==> src/rtl/uart_pkg.sv <==
// ---------------------------------------------------------------------------
// uart_pkg
// Shared UART timing definitions used by the baud-rate generator and the
// UART TX/RX blocks.
//   SYS_CLOCK / BAUD_RATE  : default system clock and line rate
//   OVERSAMPLE_DEFAULT     : oversample ticks per bit
//   edge_action_e          : what the tick generator does on a given edge
//   calcDivisor()          : integer + fractional divisor for clock/baud
// ---------------------------------------------------------------------------
package uart_pkg;

  localparam int SYS_CLOCK          = 100_000_000;
  localparam int BAUD_RATE          = 9600;
  localparam int OVERSAMPLE_DEFAULT = 16;

  // Integer and fractional part of an oversample-tick divisor.
  typedef struct packed {
    logic [31:0] intDiv;
    logic [31:0] fracDiv;
  } divisor_t;

  // Action taken by the tick generator on one clock edge, in priority order
  // below reset: resync, hold (enable low), tick (period end), plain count.
  typedef enum logic [1:0] {
    ACT_COUNT  = 2'd0,
    ACT_TICK   = 2'd1,
    ACT_RESYNC = 2'd2,
    ACT_HOLD   = 2'd3
  } edge_action_e;

  // Rounded fixed-point divisor sysClock / (baudRate * overSample), split
  // into its integer part and an nbFrac-bit fraction.
  function automatic divisor_t calcDivisor(input int sysClock, input int baudRate,
                                           input int overSample, input int nbFrac);
    longint   denom;
    longint   scaled;
    divisor_t result;
    denom  = longint'(baudRate) * longint'(overSample);
    scaled = ((longint'(sysClock) <<< nbFrac) + denom / 2) / denom;
    result.intDiv  = 32'(scaled >>> nbFrac);
    result.fracDiv = 32'(scaled & ((longint'(1) <<< nbFrac) - 1));
    return result;
  endfunction

endpackage

==> src/rtl/baud_frac_accum.sv <==
// ---------------------------------------------------------------------------
// baud_frac_accum
// Fractional accumulator for the baud-rate generator. On every tick it adds
// the fraction into an NB_FRAC-bit accumulator; the carry out of that add
// stretches the following period by one clock.
// Ports:
//   i_clock   : system clock
//   i_reset   : synchronous reset, active-low
//   i_clear   : clear accumulator and carry (resync / enable low)
//   i_step    : tick edge, accumulate i_frac
//   i_frac    : fraction to accumulate (value in force for the next period)
//   o_extend  : 1 = current period is D+1 clocks
// ---------------------------------------------------------------------------
module baud_frac_accum #(
  parameter int NB_FRAC = 4
) (
  input  logic               i_clock,
  input  logic               i_reset,
  input  logic               i_clear,
  input  logic               i_step,
  input  logic [NB_FRAC-1:0] i_frac,
  output logic               o_extend
);

  logic [NB_FRAC-1:0] r_accum;
  logic               r_carry;
  logic [NB_FRAC:0]   w_sum;

  // One extra bit on the add captures the carry out of the fraction.
  assign w_sum = {1'b0, r_accum} + {1'b0, i_frac};

  // Accumulator and period-select carry. The carry produced on a tick edge
  // applies to the period that starts on that edge; clearing drops any
  // partially accumulated fraction so timing restarts from a clean phase.
  always_ff @(posedge i_clock) begin
    if (!i_reset) begin
      r_accum <= '0;
      r_carry <= 1'b0;
    end else if (i_clear) begin
      r_accum <= '0;
      r_carry <= 1'b0;
    end else if (i_step) begin
      r_accum <= w_sum[NB_FRAC-1:0];
      r_carry <= w_sum[NB_FRAC];
    end
  end

  assign o_extend = r_carry;

endmodule

==> src/rtl/baudrate_generator_frac.sv <==
// ---------------------------------------------------------------------------
// baudrate_generator_frac
// Runtime-programmable UART oversampling tick generator. Each oversample
// period lasts D = max(divisor,1) clocks, stretched to D+1 when the
// fractional accumulator carries. An oversample index counts ticks and
// produces a once-per-bit tick and a mid-bit strobe.
//
// Optional feature macro: BAUDRATE_GEN_FRAC_EN
//   defined   : fractional accumulator and i_frac path are built
//   undefined : period is always D, i_frac is ignored
//
// Ports:
//   i_clock      : system clock, rising edge
//   i_reset      : synchronous reset, active-low
//   i_enable     : 1 = run, 0 = hold counters cleared, no ticks
//   i_divisor    : integer divisor, captured when i_load=1
//   i_frac       : fractional divisor (i_frac / 2^NB_FRAC), captured on i_load
//   i_load       : single-cycle capture request
//   i_resync     : restart bit phase (RX start-bit edge)
//   o_tick       : 1-cycle oversample tick
//   o_bit_tick   : 1-cycle pulse when the index wraps to 0
//   o_mid_tick   : 1-cycle pulse when the index reaches OVERSAMPLE/2
//   o_ovs_index  : current oversample position
//   o_pending    : load captured but not yet applied
// ---------------------------------------------------------------------------
module baudrate_generator_frac
  import uart_pkg::*;
#(
  parameter int NB_DIVISOR    = 16,
  parameter int NB_FRAC       = 4,
  parameter int OVERSAMPLE    = OVERSAMPLE_DEFAULT,
  parameter int NB_OVS        = $clog2(OVERSAMPLE),
  parameter int RESET_DIVISOR = 651,
  parameter int RESET_FRAC    = 1
) (
  input  logic                  i_clock,
  input  logic                  i_reset,
  input  logic                  i_enable,
  input  logic [NB_DIVISOR-1:0] i_divisor,
  input  logic [NB_FRAC-1:0]    i_frac,
  input  logic                  i_load,
  input  logic                  i_resync,
  output logic                  o_tick,
  output logic                  o_bit_tick,
  output logic                  o_mid_tick,
  output logic [NB_OVS-1:0]     o_ovs_index,
  output logic                  o_pending
);

  // The counter needs one extra bit: a stretched period of 2^NB_DIVISOR
  // clocks must still reach its last count.
  localparam int                NB_COUNT   = NB_DIVISOR + 1;
  localparam logic [NB_OVS-1:0] LAST_INDEX = NB_OVS'(OVERSAMPLE - 1);
  localparam logic [NB_OVS-1:0] MID_PREV   = NB_OVS'(OVERSAMPLE / 2 - 1);

  logic [NB_DIVISOR-1:0] r_divisor;
  logic [NB_DIVISOR-1:0] r_pendDivisor;
  logic                  r_pending;
  logic [NB_COUNT-1:0]   r_counter;
  logic [NB_OVS-1:0]     r_index;
  logic                  r_tick;
  logic                  r_bitTick;
  logic                  r_midTick;

  logic [NB_COUNT-1:0]   w_effDivisor;
  logic [NB_COUNT-1:0]   w_lastCount;
  logic                  w_extend;
  logic                  w_apply;
  logic                  w_clear;
  logic                  w_step;
  edge_action_e          w_action;

  // A zero divisor behaves as one: a tick on every enabled edge.
  assign w_effDivisor = (r_divisor == '0) ? NB_COUNT'(1) : {1'b0, r_divisor};
  assign w_lastCount  = w_effDivisor - NB_COUNT'(1) + {{NB_DIVISOR{1'b0}}, w_extend};

  // Decide what this edge does. Resync beats enable-low, which beats the
  // normal count; reset is handled directly in the registers.
  always_comb begin
    w_action = ACT_COUNT;
    if (i_resync) begin
      w_action = ACT_RESYNC;
    end else if (!i_enable) begin
      w_action = ACT_HOLD;
    end else if (r_counter == w_lastCount) begin
      w_action = ACT_TICK;
    end
  end

  // Pending values go live at every period boundary: a tick, a resync, or
  // any edge while held, since a held generator has no period in flight.
  assign w_apply = r_pending && (w_action != ACT_COUNT);
  assign w_clear = (w_action == ACT_RESYNC) || (w_action == ACT_HOLD);
  assign w_step  = (w_action == ACT_TICK);

  // Divisor load handshake. A load always wins the pending register, so a
  // load arriving on the apply edge becomes the next pending value while the
  // older one goes live.
  always_ff @(posedge i_clock) begin
    if (!i_reset) begin
      r_divisor     <= NB_DIVISOR'(RESET_DIVISOR);
      r_pendDivisor <= '0;
      r_pending     <= 1'b0;
    end else begin
      if (w_apply) begin
        r_divisor <= r_pendDivisor;
      end
      if (i_load) begin
        r_pendDivisor <= i_divisor;
        r_pending     <= 1'b1;
      end else if (w_apply) begin
        r_pending <= 1'b0;
      end
    end
  end

`ifdef BAUDRATE_GEN_FRAC_EN
  logic [NB_FRAC-1:0] r_frac;
  logic [NB_FRAC-1:0] r_pendFrac;
  logic [NB_FRAC-1:0] w_fracNext;

  // The add on an apply edge already uses the new fraction, so the period
  // that starts there is governed entirely by the new settings.
  assign w_fracNext = w_apply ? r_pendFrac : r_frac;

  // Fraction registers follow the same capture/apply rules as the divisor.
  always_ff @(posedge i_clock) begin
    if (!i_reset) begin
      r_frac     <= NB_FRAC'(RESET_FRAC);
      r_pendFrac <= '0;
    end else begin
      if (w_apply) begin
        r_frac <= r_pendFrac;
      end
      if (i_load) begin
        r_pendFrac <= i_frac;
      end
    end
  end

  baud_frac_accum #(
    .NB_FRAC (NB_FRAC)
  ) u_fracAccum (
    .i_clock  (i_clock),
    .i_reset  (i_reset),
    .i_clear  (w_clear),
    .i_step   (w_step),
    .i_frac   (w_fracNext),
    .o_extend (w_extend)
  );
`else
  logic w_unusedFrac;

  // Without the fractional path every period is exactly D clocks.
  assign w_extend     = 1'b0;
  assign w_unusedFrac = ^{i_frac, NB_FRAC'(RESET_FRAC), w_clear, w_step};
`endif

  // Period counter, oversample index and the registered tick strobes. The
  // strobes are decoded from the index before it advances so they line up
  // with the tick that moves the index onto 0 or OVERSAMPLE/2.
  always_ff @(posedge i_clock) begin
    if (!i_reset) begin
      r_counter <= '0;
      r_index   <= '0;
      r_tick    <= 1'b0;
      r_bitTick <= 1'b0;
      r_midTick <= 1'b0;
    end else begin
      case (w_action)
        ACT_RESYNC, ACT_HOLD: begin
          r_counter <= '0;
          r_index   <= '0;
          r_tick    <= 1'b0;
          r_bitTick <= 1'b0;
          r_midTick <= 1'b0;
        end
        ACT_TICK: begin
          r_counter <= '0;
          r_index   <= (r_index == LAST_INDEX) ? '0 : r_index + NB_OVS'(1);
          r_tick    <= 1'b1;
          r_bitTick <= (r_index == LAST_INDEX);
          r_midTick <= (r_index == MID_PREV);
        end
        default: begin
          r_counter <= r_counter + NB_COUNT'(1);
          r_tick    <= 1'b0;
          r_bitTick <= 1'b0;
          r_midTick <= 1'b0;
        end
      endcase
    end
  end

  assign o_tick      = r_tick;
  assign o_bit_tick  = r_bitTick;
  assign o_mid_tick  = r_midTick;
  assign o_ovs_index = r_index;
  assign o_pending   = r_pending;

endmodule

==> config.mk <==
export PLATFORM = sky130hd
export DESIGN_NAME = baudrate_generator_frac
export DESIGN_NICKNAME = d
export VERILOG_FILES = /design/src/rtl/uart_pkg.sv /design/src/rtl/baud_frac_accum.sv /design/src/rtl/baudrate_generator_frac.sv
export SDC_FILE = /design/constraint.sdc
export NUM_CORES = 1
export LEC_CHECK = 0
export CAP_MARGIN = 10
export CORE_UTILIZATION = 30
export CTS_CLUSTER_DIAMETER = 100
export DETAILED_ROUTE_END_ITERATION = 10
export GPL_TIMING_DRIVEN = 0
export PLACE_DENSITY = 0.46
export SETUP_SLACK_MARGIN = 0.3
export SYNTH_ARGS = -nofsm -noshare
export SYNTH_HDL_FRONTEND = slang
export SYNTH_SLANG_ARGS = --single-unit
export TNS_END_PERCENT = 5
==> constraint.sdc <==
create_clock -name i_clock -period 11 [get_ports i_clock]
set_clock_uncertainty 0.05 [all_clocks]
set_input_delay 2.75 -clock i_clock [delete_from_list [all_inputs] [get_ports i_clock]]
set_output_delay 2.75 -clock i_clock [all_outputs]
set_load 0.01 [all_outputs]
Word-level counts from Yosys, hierarchy flattened --
Cells that the tools add are included.
Storage, ports and cells: register bits after elaboration 57, input bits 25
Operators by class: add/sub/neg operators 3, eq/ne operators 6, reductions and logical operators 8, muxes and demuxes 9, bitwise operators 1
Operator list (count):
- $add A17 B1 Y17 const B | 1
- $eq A17 B17 Y1 | 1
- $sub A16 B1 Y17 const B | 1
- $logic_not A16 Y1 | 1
- $mux W16 | 1
- $pmux W4 S2 | 1
- $reduce_bool A2 Y1 | 3
- $add A4 B1 Y4 const B | 1
- $eq A2 B2 Y1 const B | 2
- $eq A4 B3 Y1 const B | 1
- $eq A4 B4 Y1 const B | 1
- $mux W1 | 4
- $mux W2 | 2
- $mux W4 | 1
- $reduce_or A4 Y1 | 1
- $eq A2 B1 Y1 const B | 1
- $reduce_and A2 Y1 | 1
- $reduce_or A2 Y1 | 1
- $logic_and A1 B1 Y1 | 1
- $not A1 Y1 | 1

Depth between registers and ports, before layout --
word-level depth 11, depth in mapped cells 15

Worst setup path before layout --
No wires, ideal clock.
kind input to register, start in i_load, end reg r_pendDivisor[10], path buffers 2, stages on the path 4, library setup time 0.128 ns, arrival time 3.832 ns, path slack 6.990 ns, data required time 10.822 ns, path through clkbuf_1 clkbuf_1 mux2i_1 nor2_1
RTL lines:
- start: declaration | line baudrate_generator_frac.sv:41 | input logic i_load,
- end signal: assignment | line baudrate_generator_frac.sv:109 | r_pendDivisor <= i_divisor;
- end: declaration | line baudrate_generator_frac.sv:57 | logic [NB_DIVISOR-1:0] r_pendDivisor;

Final worst setup path --
start reg r_divisor[5], end reg r_divisor[14]
Between the ends: cells in the longest elaborated chain, start to end 9
RTL lines:
- start: declaration | line baudrate_generator_frac.sv:56 | logic [NB_DIVISOR-1:0] r_divisor;
- start signal: assignment | line baudrate_generator_frac.sv:101 | r_divisor <= NB_DIVISOR'(RESET_DIVISOR);
- start signal: assignment | line baudrate_generator_frac.sv:106 | r_divisor <= r_pendDivisor;
- $logic_not A16 Y1 | line baudrate_generator_frac.sv:74 | assign w_effDivisor = (r_divisor == '0) ? NB_COUNT'(1) : {1'b0, r_divisor};
- $mux W16 (*) | line baudrate_generator_frac.sv:74
- $sub A16 B1 Y17 (*) | line baudrate_generator_frac.sv:75 | assign w_lastCount = w_effDivisor - NB_COUNT'(1) + {{NB_DIVISOR{1'b0}}, w_extend};
- $eq A17 B17 Y1 (*) | line baudrate_generator_frac.sv:85 | end else if (r_counter == w_lastCount) begin
- $mux W1 (*) | line baudrate_generator_frac.sv:85
- $mux W2 (*) | line baudrate_generator_frac.sv:83 | end else if (!i_enable) begin
- $mux W2 (*) | line baudrate_generator_frac.sv:81 | if (i_resync) begin
- $reduce_bool A2 Y1 (*) | line baudrate_generator_frac.sv:92 | assign w_apply = r_pending && (w_action != ACT_COUNT);
- $logic_and A1 B1 Y1 (*) | line baudrate_generator_frac.sv:92
Every way passes the cells marked *; elsewhere a longest branch is shown, timed or not. A chain may end at the register's enable or synchronous reset.

==> flow_summary_export.csv <==
group,metric,value,unit
clocking,clk_latency,340,ps
setup_path,reg2reg_to,"r_divisor[14]",
clocking,h-tree-depth,3,
drt,num_vias,2410,
global_route,antenna_found_initial,0,
timing,drv_slew,0,
timing,rsz0062_at_grt,"no",
setup_path,crit_top_cell,"buf_2",
floorplanning,start_util,0.309,
layout,drive_gt1_frac,0.0931,
min_path,whs_endpoint,"r_divisor[0]",
drt,firstDrtPassIters,4,
floorplanning,dieArea,9860,sq um
setup_path,crit_path_cell_trace,"clkbuf_1 -> or4_1 -> buf_2 -> nor2_1 -> a31oi_1 -> ha_1 -> nor3b_2 -> and3_1 -> nor4_1 -> o211ai_1 -> or4_4 -> o41a_1 -> buf_2 -> o21ai_1 -> a21oi_1",
global_route,grt_util_all_layers,0.148,
global_route,grt_pass1_vias,2323,
global_route,grtUsageMet2,0.233,
timing,fin_crit_sh,0.399,
setup_path,worstRegToRegCells,15,
pwr,vdd_drop_max,0.0480,mV
clocking,cts_tree,"done",
clocking,clock_path_buffers,2,
logic_synthesis,yosysMostFrequentCell,"dfxtp_1",
pwr,p_clk_frac,0.411,
drt,wl,6790,um
timing,slew_headroom,0.419,
layout,final_util,0.372,
global_route,met3_usage,0.0288,
logic_synthesis,synthTopCellsByArea,"dfxtp_1 (40%), nor2_1 (6.6%), mux2i_1 (6.3%)",
pwr,p_leak,1.22,nW
logic_synthesis,netlist_instances,334,
setup_path,crit_path_end_kind,"flip-flop",
pwr,power.density,130,nW/um^2
drt,drtAntennaViolNets,0,
clocking,cts_setup_buffers,0,
pwr,netSwitchingPower,0.128,mW
drt,drc,0,
logic_synthesis,ys_ff_latch,57,
timing,finalSetupTns,0,ps
clocking,path_clk_slew,80,ps
drt,drtIter0Drc,79,
setup_path,critPathMaxFanout,10,
setup_path,regToRegSetupSlack,6620,ps
setup_path,critical_path_required,11150,ps
timing,period_minus_slack,4380,ps
setup_path,critPathSlowestCell,"or4_4",
logic_synthesis,synth_ff_type,"dfxtp_1",
min_path,worstHoldPathCells,2,
timing,finalHoldViolCount,0,
layout,fin_nets,399,
flow_run,maxCapViolCount,0,
setup_path,cpPeakStageDelay,560,ps
placed_design,hpwl,5150,um
logic_synthesis,synthArstFlopShare,0,
placed_design,io_buffer_count,26,
setup_path,path_class,"flip-flop to flip-flop",
logic_synthesis,synthDistinctLibCells,46,
global_route,grt_max_degree,13,
run_status,status,"complete, no violations",
pwr,p_sw_frac,0.288,
logic_synthesis,synth_warnings,0,
logic_synthesis,synth-edff-count,0,
logic_synthesis,synth_common_cells,"dfxtp_1 (57), nor2_1 (50), nand3_1 (31)",
setup_path,worst_ep_arrival_time,4530,ps
global_route,use_met1,0.194,
logic_synthesis,synth_top_area_share,0.402,
floorplanning,die_w,99.3,um
setup_path,start_kind,"flip-flop",
layout,antenna_cells,0,
floorplanning,ioPinCount,33,
drt,vias_per_cell,4.95,
timing,tightest_slew,864,ps
clocking,holdBufCountCts,0,
global_route,overflow,0,
pwr,internal_power,0.316,mW
clocking,cts_root_buffer,"clkbuf_8",
pwr,sequentialPowerShare,0.492,
global_route,top_usage_layer,"met2",
layout,n_fill_cell,950,
timing,fmax,228,MHz
pwr,p_comb_frac,0.097,
logic_synthesis,yosysSeqAreaShare,0.402,
clocking,numCtsBuffers,9,
layout,syn2layout_area_growth,20.4,%
timing,setup_viol,0,
logic_synthesis,synth_nets,362,
setup_path,rr_startpoint,"r_divisor[5]",
global_route,grt_pass1_wl,11300,um
drt,wire_per_inst,13.9,um
floorplanning,rows,35,
min_path,hp-start,"r_pendDivisor[0]",
min_path,hold_class,"flip-flop to flip-flop",
placed_design,gp_congestion,0.769,
logic_synthesis,synth_area_leader_cell,"dfxtp_1",
floorplanning,die_height,99.3,um
floorplanning,core-area,9200,sq um
logic_synthesis,syn_area,2840,sq um
logic_synthesis,avgSynthCellArea,8.50,sq um
clocking,clock-sinks,57,
clocking,cts_resized,0,
cells by family after synthesis:
family / count (synthesis) / share of synthesized area
buffers and inverters: 22 / 0.0348
adders and majority gates: 3 / 0.0132
DFF: 57 / 0.402
muxes: 19 / 0.0674
and+or+nand+nor: 146 / 0.262
xor gates and xnor gates: 34 / 0.105
AOI/OAI and AO/OA: 53 / 0.116
worst max-delay path by stage:
| stage | cells after the start | to | startpoint |
|---|---|---|---|
| final | 15 | r_divisor[14] | r_divisor[5] |
| after global placement | 6 | r_divisor[14] | i_enable |
| after floorplan | 4 | r_pendDivisor[10] | i_load |
| after detailed placement | 6 | r_divisor[14] | i_enable |
| after CTS | 15 | r_divisor[14] | r_divisor[5] |
| after global routing | 15 | r_counter[12] | r_divisor[5] |
per-stage QoR:
step	setup WS (ps)	power, mW	hold WS [ps]	instance area [sq um]	cells
finish	6620	0.444	438	3420	487
global route	6070	0.464	478	3420	487
CTS	6610	0.450	443	3420	487
detailed placement	6390	0.266	431	3240	471
global placement	6400	0.266	428	3240	471
floorplan	6990	0.250	393	2840	334
cell usage in the layout (no fill, tap or decap), types with 2 or more instances in the layout:
cell             count
clkbuf_1             6
mux2i_1             18
and3_1               6
nor4_1               7
a31oi_1              4
clkinvlp_4           2
clkinv_4             2
nor3_1               8
nor4b_1              3
o41a_1               2
xnor2_1             19
inv_6                2
xor2_1              15
and4_1               2
nor2b_1              4
a21oi_1             19
or4_1                3
o21ai_1              9
or3_1                2
clkbuf_8             9
o21ai_0             11
buf_2                7
clkdlybuf4s50_1     26
nand2_1             17
nand3_1             31
buf_1                2
inv_1                5
dfxtp_1             57
nor2_1              50
nand4_1              4
ha_1                 3
flip-flops by register name, summed over array words and instances, names as in the netlist:
signal         count
o_mid_tick         1
o_pending          1
r_pendDivisor     16
o_bit_tick         1
o_ovs_index        4
r_counter         17
r_divisor         16
o_tick             1
layout make-up:
| type | count | area [sq um] | area share |
|---|---|---|---|
| timing repair buffer | 26 | 260 | 0.0761 |
| inverter | 6 | 22.5 | 0.00659 |
| tap | 111 | 139 | 0.0406 |
| clock inverter | 7 | 55.1 | 0.0161 |
| sequential | 57 | 1140 | 0.334 |
| multi-input combinational | 255 | 1600 | 0.468 |
| buffer | 16 | 76.3 | 0.0223 |
| clock buffer | 9 | 124 | 0.0362 |
layer usage:
layer,up-vias,share of wire
met5,-,0
met4,0,0.016
met3,9,0.025
met2,34,0.45
met1,1116,0.51
li1,1251,-
power by group through the flow:
stage	Clock, mW	Combinational (mW)	Sequential (mW)
6_report	0.182	0.0429	0.218
5_1_grt	0.197	0.0476	0.219
4_1_cts	0.189	0.0433	0.218
3_5_place_dp	0	0.0432	0.223
3_3_place_gp	0	0.0428	0.223
2_1_floorplan	0	0.0290	0.221
critical path: cells and delay by family, from the launching register on:
kind                     cells  cell delay, ps
adder cells (fa/ha/maj)      1             240
flip-flops                   1             300
buffers and inverters        3             620
AO/OA/AOI/OAI                5            1050
AND/OR/NAND/NOR              6            1980
No activity file was read; power rests on OpenSTA's default activity.
